`config.mk`:
```
export PLATFORM = sky130hd
export DESIGN_NAME = fpu_aligner
export DESIGN_NICKNAME = d
export VERILOG_FILES = /design/src/rtl/fpu_pkg.sv /design/src/rtl/fpu_sticky_shifter.sv /design/src/rtl/fpu_aligner.sv
export SDC_FILE = /design/constraint.sdc
export NUM_CORES = 1
export LEC_CHECK = 0
export CORE_MARGIN = 3
export CORE_UTILIZATION = 46
export DETAILED_ROUTE_END_ITERATION = 16
export PLACE_DENSITY = 0.84
export SYNTH_ARGS = -nofsm -noshare
export SYNTH_HDL_FRONTEND = slang
export SYNTH_SLANG_ARGS = --single-unit
```
`constraint.sdc`:
```
create_clock -name clock -period 3.1 [get_ports clock]
set_input_delay 0.62 -clock clock [delete_from_list [all_inputs] [get_ports clock]]
set_output_delay 0.62 -clock clock [all_outputs]
set_load 0.05 [all_outputs]
```
`src/rtl/fpu_pkg.sv`:
```
// Shared FPU definitions.
//   fpuOp_t        : operation select for the add/sub datapath
//   EXT_SIG_WIDTH  : significand width inside the aligner {hidden, frac, G, R, S}
//   alignState_t   : operand aligner FSM states
package fpu_pkg;

  typedef enum logic [1:0] {
    FPU_ADD = 2'd0,
    FPU_SUB = 2'd1
  } fpuOp_t;

  localparam int FP_SIG_WIDTH  = 10;
  localparam int EXT_SIG_WIDTH = FP_SIG_WIDTH + 4;

  typedef enum logic [1:0] {
    IDLE  = 2'd0,
    SHIFT = 2'd1,
    CLAMP = 2'd2,
    DONE  = 2'd3
  } alignState_t;

endpackage

```
`src/rtl/fpu_sticky_shifter.sv`:
```
// Combinational right shift by a small amount with sticky collection.
//   data_i : significand {hidden, frac, G, R, S}
//   amt_i  : shift amount, 0..STEP
//   data_o : data_i >> amt_i, with every bit shifted out OR-ed into bit 0
module fpu_sticky_shifter #(
  parameter int WIDTH = 14,
  parameter int STEP  = 4
) (
  input  logic [WIDTH-1:0]             data_i,
  input  logic [$clog2(STEP+1)-1:0]    amt_i,
  output logic [WIDTH-1:0]             data_o
);

  logic [WIDTH-1:0] shifted;
  logic             lost;

  always_comb begin
    shifted = data_i >> amt_i;
    lost    = 1'b0;
    // Bits below the shift amount fall off the end; bit 0 is the old sticky,
    // so it is included whenever amt_i > 0.
    for (int i = 0; i < WIDTH; i++) begin
      if (i < int'(amt_i)) lost = lost | data_i[i];
    end
    data_o = {shifted[WIDTH-1:1], shifted[0] | lost};
  end

endmodule

```
`src/rtl/fpu_aligner.sv`:
```
// Operand aligner for the FPU add/sub datapath.
// Unpacks two half-precision operands, orders them by magnitude and
// right-shifts the smaller significand (iteratively, SHIFT_STEP bits/cycle)
// by the exponent difference, tracking guard/round/sticky.
//   clock, reset          : clock, synchronous active-high reset
//   op, opA, opB, inValid : operand request; inReady high in IDLE
//   outValid, outReady    : aligned result handshake; outValid high in DONE
//   bigSig, smallSig      : aligned significands {hidden, frac, G, R, S}
//   alignExp              : effective exponent of the larger operand
//   bigSign, effSub       : result sign candidate, effective subtraction
//   swapped, special      : B was larger, an operand is Inf/NaN
//   dbgState              : current FSM state
//
// Handshake: a transfer happens on a rising edge where valid && ready.
// The producer holds its data stable while valid && !ready; valid never
// depends combinationally on ready in either direction.
module fpu_aligner
  import fpu_pkg::*;
#(
  parameter int BIT_WIDTH  = 16,
  parameter int EXP_WIDTH  = 5,
  parameter int SIG_WIDTH  = 10,
  parameter int SHIFT_STEP = 4
) (
  input  logic                   clock,
  input  logic                   reset,
  input  fpuOp_t                 op,
  input  logic [BIT_WIDTH-1:0]   opA,
  input  logic [BIT_WIDTH-1:0]   opB,
  input  logic                   inValid,
  output logic                   inReady,
  output logic                   outValid,
  input  logic                   outReady,
  output logic [SIG_WIDTH+3:0]   bigSig,
  output logic [SIG_WIDTH+3:0]   smallSig,
  output logic [EXP_WIDTH-1:0]   alignExp,
  output logic                   bigSign,
  output logic                   effSub,
  output logic                   swapped,
  output logic                   special,
  output alignState_t            dbgState
);

  localparam int EXT   = SIG_WIDTH + 4;
  localparam int AMT_W = $clog2(SHIFT_STEP + 1);

  // ---- unpack ----
  logic                 sign_a, sign_b, hid_a, hid_b, is_sub, a_big, acc_special;
  logic [EXP_WIDTH-1:0] exp_a, exp_b, eff_a, eff_b, diff;
  logic [SIG_WIDTH-1:0] frac_a, frac_b;
  logic [EXP_WIDTH+SIG_WIDTH:0] mag_a, mag_b;
  logic [EXT-1:0]       sig_a, sig_b;

  always_comb begin
    sign_a = opA[BIT_WIDTH-1];
    sign_b = opB[BIT_WIDTH-1];
    exp_a  = opA[BIT_WIDTH-2 -: EXP_WIDTH];
    exp_b  = opB[BIT_WIDTH-2 -: EXP_WIDTH];
    frac_a = opA[SIG_WIDTH-1:0];
    frac_b = opB[SIG_WIDTH-1:0];
    hid_a  = |exp_a;
    hid_b  = |exp_b;
    // Subnormals and zero share the exponent of the smallest normal.
    eff_a  = hid_a ? exp_a : EXP_WIDTH'(1);
    eff_b  = hid_b ? exp_b : EXP_WIDTH'(1);
    mag_a  = {eff_a, hid_a, frac_a};
    mag_b  = {eff_b, hid_b, frac_b};
    sig_a  = {hid_a, frac_a, 3'b000};
    sig_b  = {hid_b, frac_b, 3'b000};
    a_big  = (mag_a >= mag_b);
    diff   = a_big ? (eff_a - eff_b) : (eff_b - eff_a);
    is_sub = (op == FPU_SUB);
    acc_special = (&exp_a) | (&exp_b);
  end

  // ---- state ----
  alignState_t          state_q, state_d;
  logic [EXT-1:0]       big_q, big_d, small_q, small_d, small_shifted;
  logic [EXP_WIDTH-1:0] exp_q, exp_d, rem_q, rem_d;
  logic                 sign_q, sign_d, eff_sub_q, eff_sub_d;
  logic                 swapped_q, swapped_d, special_q, special_d;
  logic [AMT_W-1:0]     amt;

  always_comb begin
    amt = (rem_q > EXP_WIDTH'(SHIFT_STEP)) ? AMT_W'(SHIFT_STEP) : rem_q[AMT_W-1:0];
  end

  fpu_sticky_shifter #(
    .WIDTH (EXT),
    .STEP  (SHIFT_STEP)
  ) u_shifter (
    .data_i (small_q),
    .amt_i  (amt),
    .data_o (small_shifted)
  );

  always_comb begin
    state_d   = state_q;
    big_d     = big_q;
    small_d   = small_q;
    exp_d     = exp_q;
    rem_d     = rem_q;
    sign_d    = sign_q;
    eff_sub_d = eff_sub_q;
    swapped_d = swapped_q;
    special_d = special_q;
    case (state_q)
      IDLE: begin
        if (inValid) begin
          big_d     = a_big ? sig_a : sig_b;
          small_d   = a_big ? sig_b : sig_a;
          exp_d     = a_big ? eff_a : eff_b;
          rem_d     = diff;
          sign_d    = a_big ? sign_a : (sign_b ^ is_sub);
          eff_sub_d = sign_a ^ sign_b ^ is_sub;
          swapped_d = ~a_big;
          special_d = acc_special;
          if (acc_special || diff == '0)         state_d = DONE;
          else if (diff >= EXP_WIDTH'(EXT))      state_d = CLAMP;
          else                                   state_d = SHIFT;
        end
      end
      SHIFT: begin
        small_d = small_shifted;
        rem_d   = rem_q - EXP_WIDTH'(amt);
        if (rem_d == '0) state_d = DONE;
      end
      CLAMP: begin
        // Everything shifts out; only the sticky survives.
        small_d    = '0;
        small_d[0] = |small_q;
        state_d    = DONE;
      end
      DONE: begin
        if (outReady) state_d = IDLE;
      end
      default: state_d = IDLE;
    endcase
  end

  always_ff @(posedge clock) begin
    if (reset) begin
      state_q   <= IDLE;
      big_q     <= '0;
      small_q   <= '0;
      exp_q     <= '0;
      rem_q     <= '0;
      sign_q    <= 1'b0;
      eff_sub_q <= 1'b0;
      swapped_q <= 1'b0;
      special_q <= 1'b0;
    end else begin
      state_q   <= state_d;
      big_q     <= big_d;
      small_q   <= small_d;
      exp_q     <= exp_d;
      rem_q     <= rem_d;
      sign_q    <= sign_d;
      eff_sub_q <= eff_sub_d;
      swapped_q <= swapped_d;
      special_q <= special_d;
    end
  end

  assign inReady  = (state_q == IDLE);
  assign outValid = (state_q == DONE);
  assign bigSig   = big_q;
  assign smallSig = small_q;
  assign alignExp = exp_q;
  assign bigSign  = sign_q;
  assign effSub   = eff_sub_q;
  assign swapped  = swapped_q;
  assign special  = special_q;
  assign dbgState = state_q;

endmodule

```
==> results.md <==
Timing:
- The slew at the pin closest to its max-slew limit is ~0.55 ns.
- Setup repair after global routing could not meet its margin everywhere.
- The least setup slack across all paths after layout is -0.273 ns.
- The maximum clock rate is around 300 MHz.
- The worst-case headroom to the max-slew limit is roughly 63%.
- Clock skew on the completed layout was measured at approximately 0.016 ns.
- The number of endpoints with negative hold slack in the final report was 0.
- The tightest hold margin is ~0.47 ns.
- The final clock period utilization by the worst path is 109%.
- The smallest clock period supported by the final layout is computed as around 3.4 ns.
- The number of endpoints failing setup at the final stage is 35.
- The number of max-slew violations in the final report was 0.

Logic synthesis:
- The netlist area before placement is 0.00347 mm².
- The average cell area after synthesis is about 7.5 µm².
- The fraction of registers with async set or reset after synthesis is 0%.
- After synthesis, flip-flops and latches occupy between 20% and 30% of the total area.
- In the post-synthesis netlist, the cell with the most instances is nor2_1.
- The share of the synthesized area in the top cell type is a little under a quarter.
- The number of synthesized register bits is 41.
- For this run, the leading register cell type out of synthesis is dfxtp_1.
- Synthesis instantiated 54 different standard cells from the library.
- The synthesized design contains 0 enable-type register cells.
- The largest area contributor in the netlist is dfxtp_1.
- The synthesized netlist cell count is about 460.
- Yosys attributes the largest share of cell area to dfxtp_1 (24%), ha_1 (9.7%), mux2i_1 (8.1%).
- The count of warnings emitted by yosys is 0.
- Ranked by instance count, the synthesized netlist is headed by nor2_1 (64), a21oi_1 (48), dfxtp_1 (41).

Route:
- For this block, the routed nets add up to between 10,000 and 15,000 µm of wire.
- The total number of vias is 4,160.
- The DRC violations left is 0.
- Once detail routing completed, the nets flagged for antenna violations numbered 0.
- In the final routed layout, each cell accounts on average for ~18 µm.
- After detailed routing, the number of vias per cell comes to 6.08.
- The iteration count of the initial detailed-routing pass is 5.
- The number of DRC markers in iteration 0 is approximately 500.

Placed design:
- The count of buffers added on input and output ports is 75.
- The cell area after placement is 0.00463 mm².
- Routability-driven placement finished with a final weighted congestion of 0.894.
- The HPWL after detailed placement is approximately 7500 µm.
- The worst slack at placement is -0.785 ns.
- Counting tap cells, the placed design contains a total of ~660 instances.

Pwr:
- The peak ir drop on the vdd network is between 0.3 and 0.4 mV.
- Per report_power, the combinational group accounts for between 60% and 70% of the total.
- In this run the power spent charging and discharging nets is about 2000 µW.
- Net switching is about 52% of the power.
- The power density normalized to cell area is 754 mW/mm².
- Per report_power, the clock group accounts for 10.2% of the total.
- The sequential power share is about a quarter.
- Summed over all cells, the static leakage comes to 0.00219 µW.
- The power after layout is roughly 3800 µW.
- The internal power of the cells totals around 1900 µW.

Status:
- The checks that failed: setup timing.
- The flow ran to the end, but the final reports show violations.

Critical path:
- The worst register-to-register path has a setup slack of approximately 0.6 ns.
- The worst register-to-register path has a depth of 8.
- STA puts the critical path data arrival time at 3.59 ns.
- By startpoint and endpoint, the worst setup path is classified as primary input to register.
- In this run the worst path has a maximum fanout of 7.
- Data on the critical path is required at its endpoint by 3.32 ns.
- STA classifies the critical path startpoint as a primary input.
- The critical register-to-register path startpoint is dbgState[1].
- The nature of the critical path endpoint is a register.
- The worst reg2reg path endpoint is smallSig[12].

Floorplan:
- The floorplan has 31 rows.
- The total area inside the core boundary comes to ~0.0073 mm².
- The full die area is roughly 0.0086 mm².
- The horizontal die dimension is 92.9 µm.
- The overall die height is just over 90 µm.
- Once the floorplan was initialized, standard cells occupied 47.6% of the core.
- The I/O pin count is 79.

Global route:
- Global routing finished with a remaining overflow of 0.
- The via count of the first global-routing pass is ~3,800.
- The overall routing resource usage is around a quarter.
- Entering global routing, the biggest net connects 42 pins.
- The initial antenna violation count is 0.
- The wire length of the first global-routing pass is roughly 17,000 µm.

Finish:
- The count of cells in the finished layout, fillers not included, comes to 684.
- The area growth from synthesis to layout is 47.0%.
- 0 antenna diodes ended up in the layout.
- In the final design database the tool counted approximately 650 nets.
- The summed area of non-filler cells in the final layout is 0.00511 mm².
- The layout cell share with drive strength beyond 1 is between 20 and 25%.

Clocking:
- In this run the deepest clock path goes through 2 buffers.
- Buffers inserted during clock tree synthesis total 5.
- The CTS clock-pin slew for the worst setup and hold paths is approximately 0.080 ns.
- The clock tree from TritonCTS is done.
- The hold buffer count at CTS is 0.
- The insertion delay to the later sink of the worst-skew pair is roughly 0.31 ns.
- The number of sinks on the clock net is 41.
- In this run the number of H-tree levels came out at 2.
- The root cell of the clock tree is clkbuf_8.

Worst hold path:
- The hold path endpoint is alignExp[0].
- The worst hold path passes through 2 cells.
- The worst hold path begins at alignExp[0].
- The path class of the lowest-slack min-delay path is register to register.

Job:
- The total of max-cap violations is 0.
## power by group through the flow
stage	combinational (µW)	clock [µW]	sequential, µW
after floorplan	1170	0	1360
after global placement	2270	0	926
after detailed placement	2310	0	930
after CTS	2360	392	919
after global routing	2690	412	960
final	2520	394	934
## worst max path at each step
stage / slack [ns] / depth (start not counted) / to / start
floorplan: -0.12 / 13 / rem_q[4] / opB[10]
global placement: -0.76 / 13 / dbgState[1] / opB[10]
detailed placement: -0.79 / 14 / smallSig[6] / opA[13]
CTS: -0.02 / 14 / dbgState[1] / opA[10]
global route: -0.37 / 12 / dbgState[1] / opA[0]
finish: -0.27 / 12 / dbgState[1] / opA[0]
## flip-flops by register name, summed over array words and instances, names as in the netlist
signal / cells
dbgState: 2
smallSig: 14
alignExp: 5
bigSign: 1
bigSig: 11
special: 1
rem_q: 5
effSub: 1
swapped: 1
## kinds of logic after synthesis
kind of cell | Yosys count | synth area share, %
AO/OA/AOI/OAI | 134 | 24.7
AND/OR/NAND/NOR | 146 | 19.7
buffers and inverters | 69 | 8.57
XOR/XNOR | 8 | 2.02
multiplexers | 32 | 10.3
flip-flops | 41 | 23.6
other | 2 | 0.216
adder cells (fa/ha/maj) | 29 | 10.9
## routing by layer
metal / GRT usage [%] / up-vias / routed length (µm)
li1: - / 1878 / -
met1: 28.8 / 1968 / 4630
met2: 44.6 / 252 / 6120
met3: 4.06 / 62 / 917
met4: 8.55 / 0 / 617
met5: 0 / - / 0
## timing repair
| item | CTS | global route |
|---|---|---|
| gates resized for setup | 53 | 32 |
| hold endpoints to repair | 0 | 0 |
| gates cloned | 1 | 1 |
| setup endpoints to repair | 35 | 24 |
| setup buffers | 6 | 11 |
| pin swaps | 22 | 20 |
## stage by stage
step | util (%) | setup TNS (ns)
4_1_cts | 67.1 | -0.0218
3_5_place_dp | 63.5 | -22.79
3_3_place_gp | 63.5 | -20.34
5_1_grt | 70.1 | -7.85
6_report | 70.1 | -4.54
2_1_floorplan | - | -0.859
## worst max-delay path, stage by stage
cell             delay (ns)
clkdlybuf4s50_1        0.50
inv_1                  0.06
ha_1                   0.28
nand2b_1               0.18
a2111oi_1              0.56
buf_4                  0.22
a2111oi_4              0.05
nand3b_4               0.25
mux2i_1                0.17
xnor2_1                0.28
nand4_1                0.18
a211oi_2               0.24
## layout by cell type (no fill, tap or decap), drive strengths merged, types with 3 or more instances in the layout
cell,instances
a31oi,3
nand2,34
o21ai,23
dfxtp,41
ha,27
inv,31
or3,3
a211oi,29
mux2i,28
xnor2,4
mux4,3
conb,4
clkdlybuf4s50,67
xor2,4
a21oi,48
clkbuf,9
nor2b,4
or4,3
nand2b,5
and3,5
o211ai,5
a2111oi,3
nor2,64
nor3,9
buf,80
o21bai,3
o221ai,6
nand3,7
## layout make-up
| cell class | instances | area (µm²) |
|---|---|---|
| Fill cell | 570 | 2180 |
| Clock inverter | 2 | 13.8 |
| Clock buffer | 6 | 82.6 |
| Timing Repair Buffer | 151 | 1360 |
| Multi-Input combinational cell | 354 | 2590 |
| Tap cell | 99 | 124 |
| Sequential cell | 41 | 821 |
| Inverter | 31 | 119 |
Note: power is estimated with default switching activity, not from simulation.
